$ cat src/rtl/seven_seg_mux.sv
// seven_seg_mux: time-multiplexes two hex nibbles onto a dual-digit common-segment 7-seg display
// Ports:
//   clk        system clock
//   rst        synchronous active-high reset
//   nibbleMS   most significant digit value
//   nibbleLS   least significant digit value
//   lzBlank    blank the MS digit when its captured value is zero
//   seg        segments {g,f,e,d,c,b,a}, polarity set by SEG_ACTIVE_LOW
//   digitSel   0 = LS digit, 1 = MS digit, polarity set by SEG_ACTIVE_LOW
//   frameTick  one-cycle pulse on the first LS_ON cycle of each frame
module seven_seg_mux #(
    parameter int DIGIT_CYCLES   = 6000,
    parameter int BLANK_CYCLES   = 120,
    parameter bit SEG_ACTIVE_LOW = 1'b0
) (
    input  logic       clk,
    input  logic       rst,
    input  logic [3:0] nibbleMS,
    input  logic [3:0] nibbleLS,
    input  logic       lzBlank,
    output logic [6:0] seg,
    output logic       digitSel,
    output logic       frameTick
);
    localparam int MAX_DWELL = DIGIT_CYCLES > BLANK_CYCLES ? DIGIT_CYCLES : BLANK_CYCLES;
    localparam int CW = $clog2(MAX_DWELL);
    localparam logic [CW-1:0] DIGIT_LAST = CW'(DIGIT_CYCLES - 1);
    localparam logic [CW-1:0] BLANK_LAST = CW'(BLANK_CYCLES - 1);

    // Encoding order is the frame order, so advancing is a 2-bit increment that wraps.
    typedef enum logic [1:0] {LS_ON, BLANK_A, MS_ON, BLANK_B} state_t;

    state_t        state, nxt;
    logic [CW-1:0] cnt;
    logic [3:0]    shadow_ms, shadow_ls, cap_ms, cap_ls;
    logic [6:0]    seg_r, seg_d;
    logic          sel_r, tick_r, done, entering_ls;

    function automatic logic [6:0] decode(input logic [3:0] v);
        case (v)
            4'h0: decode = 7'h3F;
            4'h1: decode = 7'h06;
            4'h2: decode = 7'h5B;
            4'h3: decode = 7'h4F;
            4'h4: decode = 7'h66;
            4'h5: decode = 7'h6D;
            4'h6: decode = 7'h7D;
            4'h7: decode = 7'h07;
            4'h8: decode = 7'h7F;
            4'h9: decode = 7'h6F;
            4'hA: decode = 7'h77;
            4'hB: decode = 7'h7C;
            4'hC: decode = 7'h39;
            4'hD: decode = 7'h5E;
            4'hE: decode = 7'h79;
            default: decode = 7'h71;
        endcase
    endfunction

    always_comb begin
        done        = cnt == ((state == LS_ON || state == MS_ON) ? DIGIT_LAST : BLANK_LAST);
        nxt         = done ? state_t'(state + 2'd1) : state;
        entering_ls = nxt == LS_ON && state != LS_ON;
        // Capture values are used directly so the first LS_ON cycle already shows the new frame.
        cap_ls      = entering_ls ? nibbleLS : shadow_ls;
        cap_ms      = entering_ls ? nibbleMS : shadow_ms;
        seg_d       = nxt == LS_ON ? decode(cap_ls) :
                      (nxt == MS_ON && !(lzBlank && cap_ms == 4'h0)) ? decode(cap_ms) : 7'h00;
    end

    always_ff @(posedge clk) begin
        if (rst) begin
            state     <= BLANK_B;
            cnt       <= '0;
            shadow_ms <= 4'h0;
            shadow_ls <= 4'h0;
            seg_r     <= 7'h00;
            sel_r     <= 1'b0;
            tick_r    <= 1'b0;
        end else begin
            state     <= nxt;
            cnt       <= done ? '0 : cnt + CW'(1);
            shadow_ms <= cap_ms;
            shadow_ls <= cap_ls;
            seg_r     <= seg_d;
            sel_r     <= nxt == BLANK_A || nxt == MS_ON;
            tick_r    <= entering_ls;
        end
    end

    assign seg       = SEG_ACTIVE_LOW ? ~seg_r : seg_r;
    assign digitSel  = SEG_ACTIVE_LOW ? ~sel_r : sel_r;
    assign frameTick = tick_r;
endmodule

$ cat config.mk
export PLATFORM = sky130hd
export DESIGN_NAME = seven_seg_mux
export DESIGN_NICKNAME = d
export VERILOG_FILES = /design/src/rtl/seven_seg_mux.sv
export SDC_FILE = /design/constraint.sdc
export NUM_CORES = 1
export LEC_CHECK = 0
export ABC_AREA = 1
export BUFFER_PORTS_ARGS = -buffer_cell sky130_fd_sc_hd__buf_2
export CAP_MARGIN = 20
export CORE_MARGIN = 2
export CORE_UTILIZATION = 40
export CTS_CLUSTER_DIAMETER = 150
export CTS_CLUSTER_SIZE = 28
export DETAILED_ROUTE_END_ITERATION = 10
export SLEW_MARGIN = 5
export SYNTH_ARGS = -nofsm -noshare
export SYNTH_HDL_FRONTEND = slang
export SYNTH_SLANG_ARGS = --single-unit
$ cat constraint.sdc
create_clock -name clk -period 9.2 [get_ports clk]
set_input_delay 0.46 -clock clk [delete_from_list [all_inputs] [get_ports clk]]
set_output_delay 0.46 -clock clk [all_outputs]
set_load 0.02 [all_outputs]
==> results of run 1 <==
## logic make-up (layout without fill, tap and decap cells)
kind of cell	count (synthesis)	after routing
AND/OR/NAND/NOR	154	154
AO/OA/AOI/OAI	35	35
flip-flops	32	32
buffers and inverters	42	63
XOR/XNOR	2	2
adder cells (fa/ha/maj)	15	15
## stage by stage
step / instances / util (%)
2_1_floorplan: 280 / -
3_3_place_gp: 360 / 44.3
3_5_place_dp: 360 / 44.3
4_1_cts: 368 / 46.6
5_1_grt: 368 / 46.6
6_report: 368 / 46.6
## metal layers
layer,vias up,routed length [µm],track usage [%]
met5,-,0,0
met4,0,48,6.15
met3,5,143,4.34
met2,28,1950,30.5
met1,764,1750,18.8
li1,929,-,-
## layout by cell type, fill, tap and decap left out, types with 2 or more instances in the layout
master	n
inv_1	32
nand2_1	63
clkbuf_8	5
nor3b_1	2
inv_2	4
nand4_1	4
buf_2	19
nand2_2	9
nor3_1	5
ha_1	15
nor2_1	33
o21ai_0	6
nor2_2	3
xor2_1	2
dfxtp_1	32
a21oi_1	14
or2_2	3
nand3_1	23
nand2_4	6
o211ai_1	3
o21ai_1	6
o21ai_2	4
## where the power goes
part	switching [W]	leakage, nW	total (W)	internal [W]
logic	0.00000479	0.657	0.00000762	0.00000283
registers	0.000000753	0.258	0.000140	0.000140
clock network	0.0000512	0.0552	0.000132	0.0000803
total	0.0000568	0.970	0.000280	0.000223
## state kept, by name, indices dropped and copies added (netlist names)
| signal | cells |
|---|---|
| cnt | 13 |
| digitSel | 1 |
| frameTick | 1 |
| seg | 7 |
| shadow_ls | 4 |
| shadow_ms | 4 |
| state | 2 |
## area by class of cell
cell class,count,area [µm²],share of cell area (%)
Tap cell,67,83.8,3.78
Clock buffer,6,72.6,3.27
Inverter,36,135,6.10
Timing Repair Buffer,19,95.1,4.29
Sequential cell,32,641,28.9
Clock inverter,2,35.0,1.58
Multi-Input combinational cell,206,1150,52.1
## worst paths after layout
| kind | depth (start not counted) | startpoint | slack, ns | to |
|---|---|---|---|---|
| setup / recovery | 18 | state[0]$_SDFF_PP1_ | 5.72 | seg[3]$_SDFF_PP0_ |
| hold / removal | 1 | cnt[0]$_SDFF_PP0_ | 0.46 | cnt[0]$_SDFF_PP0_ |
| setup reg to reg | 18 | state[0]$_SDFF_PP1_ | 5.72 | seg[3]$_SDFF_PP0_ |
| hold reg to reg | 1 | cnt[0]$_SDFF_PP0_ | 0.46 | cnt[0]$_SDFF_PP0_ |
## critical path, cell delays in order (launching register included)
cell	delay, ns
dfxtp_1	0.34
inv_1	0.06
ha_1	0.29
nor2_1	0.16
nand4_1	0.10
nand2_1	0.07
nand3_1	0.15
xor2_1	0.28
ha_1	0.47
nand2_4	0.21
o21ai_2	0.33
inv_1	0.15
ha_1	0.32
inv_1	0.04
nand2_1	0.05
nand3_1	0.08
o21ai_1	0.09
nand2_1	0.06
a21oi_1	0.14
==> impl_metrics.toml, run 1 <==
[logic_synthesis]
synth-edff-count = 0
synth-xor-area-share_pct = 0.882
ys_ff_latch = 32
syn_area_per_cell_um2 = 7.10
synth_top_family_by_area = "simple AND/OR/NAND/NOR gates"
synth_fa_ha_area_share_pct = 9.45
synth.net_count = 306
synth_ff_type = "dfxtp_1"
synth_most_common_cell = "nand2_1"
ys_top_cells_by_count = "63 x nand2_1, 33 x nor2_1, 32 x dfxtp_1, 32 x inv_1, 23 x nand3_1"
netlist_area_um2 = 1990
synth-simple-area-share_pct = 37.2
synthMuxAreaShare_pct = 0
synth_compound_area_share_pct = 10.6
async_reset_ff_share_pct = 0
seq_area_frac_synth_pct = 32.2
netlist_instances = 280
yosysTopAreaCell = "dfxtp_1"
yosys.area.top_type_share_pct = 32.2
synthDistinctLibCells = 30
synthTopCellsByArea = "dfxtp_1 32%, nand2_1 12%, ha_1 9.4%"
ys_warn_count = 0

[cts]
clock-root-buffer = "clkbuf_8"
h-tree-depth = 2
cts_hold_buf = 0
numCtsBuffers = 5
cts_resized = 0
cts_sinks = 32
clk_latency_ns = 0.28
cts_tree = "yes"
cts.reportedPaths.clkPinSlew_ns = 0.07
cts_buffer_depth = 2
post-cts-setup-buffer-count = 0

[placed_design]
portBuffers = 19
hpwl_mm = 2.94
postPlaceCellArea_um2 = 2110
gp_congestion = 0.862
post-place-ws_ns = 5.70

[cells_and_area]
fin_area_um2 = 2220
final_nets = 326
synthToLayoutAreaGrowth_pct = 11.5
antennaDiodeCount = 0
n_fill_cell = 517
drive_gt1_share_pct = 19.3

[critical_path]
worstSetupPathType = "reg -> reg"
path_max_fanout = 15
startpoint_type = "flip-flop"
crit_required_ns = 9.42
worstPathArrival_ns = 3.70
critPathCaptureType = "flip-flop"

[route]
avgViaCountPerCell = 4.69
vias = 1726
firstDrtPassIters = 4
detail_route.iter0.violations = 115
drc = 0
wl_per_cell_um = 10.6
ant_nets = 0
wirelength_mm = 3.89

[timing]
clock_skew_ns = 0.00421
whs_ns = 0.459
worst_slack_ns = 5.72
fmax_mhz = 287
hold_viol = 0
worst_slew_pin_slew_ns = 0.433
rsz0062_at_grt = "false"
tns_ns = 0
post-route-min-period_ns = 3.48
slew_headroom_pct = 71.0
final-setup-viol-count = 0
maxSlewViolCount = 0
final.period_utilization_pct = 37.8

[power_and_ir_drop]
peakVddDrop_uv = 101
p_per_area_nw_per_um2 = 126
power.total_w = 0.000280
leakagePower_nw = 0.970

[global_route]
grt_pass1_wl_mm = 7.20
antenna_found_initial = 0
grtUsageTotal_pct = 16.8
grt_pass1_vias = 1710
grt_max_degree = 19
grt_overflow_total = 0

[die]
die-area_um2 = 5550
coreArea_um2 = 4750
rows = 25
fp.dieH_um = 74.5
ios = 20
die_width_um = 74.5
initial_core_util_pct = 41.8

[hold_path]
hold_class = "reg -> reg"

[job]
drv_cap = 0

[status]
status = "finished clean"
Power figures use the tool's default switching activity.
==> inputs of run 2 (changes only) <==
- clock period: 9.2 -> 3.58 ns (I/O delays scaled with it)
==> run 2 against run 1 <==
  * First-iteration DRC count increased by 1.7%
  * Hold slack got worse by 0.26 ns
  * Critical path depth increased by 5
  * Setup slack got worse by 5.3 ns
  * Global-route usage decreased by 0.62 points
  * Final area increased by 2.9%
  * Sequential cell count unchanged
  * Final cell count increased by 1.6%
  * Critical path type unchanged
  * Highest routed layer unchanged
==> impl_metrics.toml, run 2 (synthesis results as in run 1) <==
[die]
rows = 25
initial_core_util_pct = 41.8
coreArea_um2 = 4750
ios = 20
die_width_um = 74.5
fp.dieH_um = 74.5
die-area_um2 = 5550

[placed_design]
portBuffers = 19
gp_congestion = 0.839
hpwl_mm = 2.97
postPlaceCellArea_um2 = 2120

[route]
firstDrtPassIters = 4
drc = 0
wirelength_mm = 3.90
vias = 1757
detail_route.iter0.violations = 117
avgViaCountPerCell = 4.70
ant_nets = 0
wl_per_cell_um = 10.4

[critical_path]
worstPathArrival_ns = 3.39
worstSetupPathType = "reg -> reg"
cp_slowest_cell = "dfxtp_1"
path_max_fanout = 7
critPathCaptureType = "flip-flop"
path_cells = "inv_1 > ha_1 > nor2_1 > nand4_1 > nand2_1 > nand3_2 > nand2_1 > o21ai_1 > inv_1 > ha_1 > inv_2 > nor2_8 > nand2_2 > nand2_4 > inv_2 > ha_1 > inv_1 > nor2_1 > nand2_1 > nand2_2 > inv_1 > nand3_1 > a21oi_1"
startpoint_type = "flip-flop"
max_stage_delay_ns = 0.38
path_common_cell = "inv_1"
crit_required_ns = 3.80
cpLargestDelayFamily = "simple AND/OR/NAND/NOR gates"
cp.buffers_inverters = 6

[timing]
rsz0062_at_grt = "false"
slew_headroom_pct = 71.0
worst_slew_pin_slew_ns = 0.434
final-setup-viol-count = 0
fmax_mhz = 315
hold_viol = 0
maxSlewViolCount = 0
tns_ns = 0
final.period_utilization_pct = 88.6
clock_skew_ns = 0.00529
post-route-min-period_ns = 3.17

[cells_and_area]
drive_gt1_share_pct = 21.5
n_fill_cell = 501
top_register = "cnt"
antennaDiodeCount = 0
fin_area_um2 = 2280
largest_reg_flops = 13
most-common-layout-cells = "63 x nand2_1, 33 x nor2_1, 32 x inv_1, 32 x dfxtp_1, 22 x nand3_1"
layout_commonest_cell = "nand2_1"
final_nets = 332
synthToLayoutAreaGrowth_pct = 14.8

[global_route]
grt_max_degree = 19
grt_pass1_vias = 1641
grtUsageTotal_pct = 16.2
met2_usage_pct = 29.6
grt_overflow_total = 0
antenna_found_initial = 0
busiest_layer = "met2"
grt_pass1_wl_mm = 6.91
use_met3_pct = 3.66
grt_use_met1_pct = 18.4

[cts]
cts_sinks = 32
cts_tree = "yes"
cts_buffer_depth = 2
cts.reportedPaths.clkPinSlew_ns = 0.07
h-tree-depth = 2
clk_latency_ns = 0.29
cts_hold_buf = 0
clock-root-buffer = "clkbuf_8"
numCtsBuffers = 5

[job]
drv_cap = 0

[hold_path]
hold_class = "in -> reg"

[power_and_ir_drop]
leakagePower_nw = 1.00
peakVddDrop_uv = 219
p_per_area_nw_per_um2 = 319

[status]
status = "finished clean"
## run 2: cell count changes in the layout (fill, tap and decap cells not counted)
| cell | previous run | this run |
|---|---|---|
| o21ai_4 | 1 | 2 |
| xor2_2 | 0 | 1 |
| o21ai_1 | 6 | 7 |
| nand3_1 | 23 | 22 |
| o21ai_0 | 6 | 5 |
| nand3_2 | 1 | 2 |
| xor2_1 | 2 | 1 |
| o21ai_2 | 4 | 3 |
| buf_4 | 0 | 6 |
## run 2: area by class of cell
type                            count  area (µm²)  share of cell area (%)
Timing Repair Buffer               25         140                    6.14
Tap cell                           67        83.8                    3.68
Clock inverter                      2        35.0                    1.54
Clock buffer                        6        72.6                    3.18
Multi-Input combinational cell    206        1170                    51.5
Inverter                           36         135                    5.92
Sequential cell                    32         641                    28.1
## run 2: power by group
part,switching (W),total [W],internal [W],leakage (nW)
Clock,0.000140,0.000347,0.000207,0.0552
Sequential,0.00000194,0.000361,0.000359,0.258
Combinational,0.0000121,0.0000192,0.00000719,0.687
Total,0.000154,0.000727,0.000572,1.00
## run 2: final timing paths
check,from,end,slack (ns),depth (start not counted)
hold / removal,nibbleLS[0],shadow_ls[0]$_SDFF_PP0_,0.20,3
hold reg to reg,cnt[0]$_SDFF_PP0_,cnt[0]$_SDFF_PP0_,0.46,1
setup / recovery,state[0]$_SDFF_PP1_,seg[3]$_SDFF_PP0_,0.41,23
setup reg to reg,state[0]$_SDFF_PP1_,seg[3]$_SDFF_PP0_,0.41,23
## run 2: worst reg2reg max path: stages, from the launching register on
cell and delay, ns:
dfxtp_1 0.38, inv_1 0.08, ha_1 0.29, nor2_1 0.16, nand4_1 0.10, nand2_1 0.09, nand3_2 0.13, nand2_1 0.13
o21ai_1 0.09, inv_1 0.06, ha_1 0.23, inv_2 0.09, nor2_8 0.15, nand2_2 0.08, nand2_4 0.10, inv_2 0.07
ha_1 0.23, inv_1 0.08, nor2_1 0.05, nand2_1 0.07, nand2_2 0.07, inv_1 0.12, nand3_1 0.11, a21oi_1 0.12
## run 2: metrics by stage
| step | instances | hold slack [ns] | utilization (%) | power, W | setup WS, ns |
|---|---|---|---|---|---|
| global placement | 361 | 0.435 | 44.5 | 0.000388 | 0.437 |
| CTS | 369 | 0.215 | 46.8 | 0.000736 | 0.304 |
| floorplan | 280 | 0.356 | - | 0.000380 | 0.610 |
| finish | 374 | 0.199 | 48.0 | 0.000727 | 0.408 |
| detailed placement | 361 | 0.445 | 44.5 | 0.000388 | 0.326 |
| global route | 374 | 0.225 | 48.0 | 0.000756 | 0.0180 |
## run 2: timing repair
item | CTS | global route
endpoints found under the setup margin | 0 | 6
gates resized for setup | 0 | 4
setup buffers | 0 | 5
## run 2: metal layers
metal  routed length [µm]  vias to the layer above  share of wire [%]
met4                   51                        0                1.3
li1                     -                      941                  -
met1                 1780                      788                 46
met5                    0                        -                  0
met2                 1920                       23                 49
met3                  149                        5                3.8
==> inputs of run 3 (changes only) <==
- CORE_UTILIZATION: 40 -> 55
- PLACE_DENSITY: default -> 0.75
==> run 3 against run 2 <==
  * Utilization increased by 16 points
  * Hold slack worse by 0.049 ns
  * Highest routed layer unchanged
  * Via count decreased by 0.74%
  * Critical path type unchanged
  * Largest power group unchanged
  * Final area decreased by 4.3%
  * Largest cell class unchanged
==> impl_metrics.toml, run 3 (synthesis results as in run 1) <==
[critical_path]
worstPathArrival_ns = 3.47
startpoint_type = "flip-flop"
timing.rr.end = "seg[1]$_SDFF_PP0_"
path_max_fanout = 15
r2r_start = "state[0]$_SDFF_PP1_"
ff2ff_setup_slack_ns = 0.39
critPathLaunch = "state[0]$_SDFF_PP1_"
reg2regPathDepth = 21
worstSetupPathType = "reg -> reg"
crit_required_ns = 3.86
crit_end = "seg[1]$_SDFF_PP0_"
critPathCaptureType = "flip-flop"

[route]
ant_nets = 0
detail_route.iter0.violations = 121
wirelength_mm = 4.03
firstDrtPassIters = 4
drc = 0
wl_per_cell_um = 11.6
avgViaCountPerCell = 5.01
vias = 1744

[timing]
maxSlewViolCount = 0
fmax_mhz = 314
final.period_utilization_pct = 89.0
post-route-min-period_ns = 3.19
tns_ns = 0
hold_viol = 0
rsz0062_at_grt = "false"
final-setup-viol-count = 0
worst_slack_ns = 0.392
whs_ns = 0.151
slew_headroom_pct = 70.8
worst_slew_pin_slew_ns = 0.437
clock_skew_ns = 0.0122

[cts]
clock-root-buffer = "clkbuf_4"
h-tree-depth = 2
cts_buffer_depth = 2
clk_latency_ns = 0.35
numCtsBuffers = 5
cts_tree = "yes"
cts.reportedPaths.clkPinSlew_ns = 0.12
post-cts-setup-buffer-count = 0
cts_sinks = 32

[global_route]
grt_max_degree = 19
antenna_found_initial = 0
grt_pass1_wl_mm = 7.02
grtUsageTotal_pct = 22.1
grt_overflow_total = 0
grt_pass1_vias = 1629

[cells_and_area]
drive_gt1_share_pct = 20.5
synthToLayoutAreaGrowth_pct = 9.82
most-common-layout-cells = "63 x nand2_1, 33 x nor2_1, 32 x inv_1, 32 x dfxtp_1, 23 x nand3_1"
final_nets = 327
top_register = "cnt"
largest_reg_flops = 13
layout_commonest_cell = "nand2_1"
antennaDiodeCount = 0

[placed_design]
hpwl_mm = 3.03
portBuffers = 19
post-place-ws_ns = 0.251
gp_congestion = 0.873

[die]
coreArea_um2 = 3420
die_width_um = 64.1
initial_core_util_pct = 58.2
die-area_um2 = 4110
ios = 20
rows = 21
fp.dieH_um = 64.1

[power_and_ir_drop]
leakagePower_nw = 0.957
peakVddDrop_uv = 229
p_per_area_nw_per_um2 = 306
power.total_w = 0.000667

[status]
status = "finished clean"

[hold_path]
hold_class = "in -> reg"

[job]
drv_cap = 0
==> run 3: worst min-delay path by stage <==
stage                            startpoint                 endpoint  slack, ns  depth (start not counted)
after floorplan                 nibbleLS[2]  shadow_ls[2]$_SDFF_PP0_       0.36                          2
after global placement    cnt[0]$_SDFF_PP0_        cnt[0]$_SDFF_PP0_       0.43                          1
after detailed placement  cnt[0]$_SDFF_PP0_        cnt[0]$_SDFF_PP0_       0.44                          1
after CTS                       nibbleLS[2]  shadow_ls[2]$_SDFF_PP0_       0.16                          3
after global routing            nibbleLS[2]  shadow_ls[2]$_SDFF_PP0_       0.17                          3
final                           nibbleLS[0]  shadow_ls[0]$_SDFF_PP0_       0.15                          3
==> run 3: metal layers <==
layer / track usage [%] / vias up / routed length, µm
li1: - / 938 / -
met4: 8.78 / 0 / 85
met2: 39.2 / 36 / 2040
met3: 5.81 / 8 / 142
met5: 0 / - / 0
met1: 25.1 / 762 / 1770
==> run 3: final cells by class <==
class	instances	area (µm²)
fillers	328	1230
well taps	46	57.6
clock inverters	3	42.5
repair buffers	20	103
multi-input cells	206	1170
clock buffers	5	37.5
flip-flops and latches	32	641
inverters	36	135
==> run 3: report_power, final <==
| group | switching, W | internal, W |
|---|---|---|
| sequential | 0.00000188 | 0.000359 |
| combinational | 0.0000128 | 0.00000721 |
| clock | 0.000141 | 0.000145 |
| total | 0.000156 | 0.000511 |
==> run 3: worst max-delay path: stages (launching register included) <==
cell and delay, ns:
dfxtp_1 0.35, inv_1 0.07, ha_2 0.23, nor2_1 0.17, nand4_1 0.11, nand2_1 0.07
nand3_1 0.16, o21ai_0 0.27, inv_1 0.08, ha_2 0.22, nand2_4 0.19, nand2_1 0.13
nand2_4 0.13, inv_2 0.07, ha_1 0.24, inv_1 0.08, nor2_1 0.05, nand2_1 0.07
nand2_2 0.07, inv_1 0.12, nand3_1 0.09, a21oi_1 0.16
==> run 3: stage by stage <==
step	util, %	instance area (µm²)	instances
CTS	63.5	2170	348
global route	63.9	2180	348
floorplan	-	1990	280
global placement	61.2	2090	340
detailed placement	61.2	2090	340
finish	63.9	2180	348
==> run 3: repair_timing <==
action,in CTS,in global routing
setup endpoints to repair,0,7
gates resized for setup,0,3
endpoints found under the hold margin,0,0
hold buffers,0,0
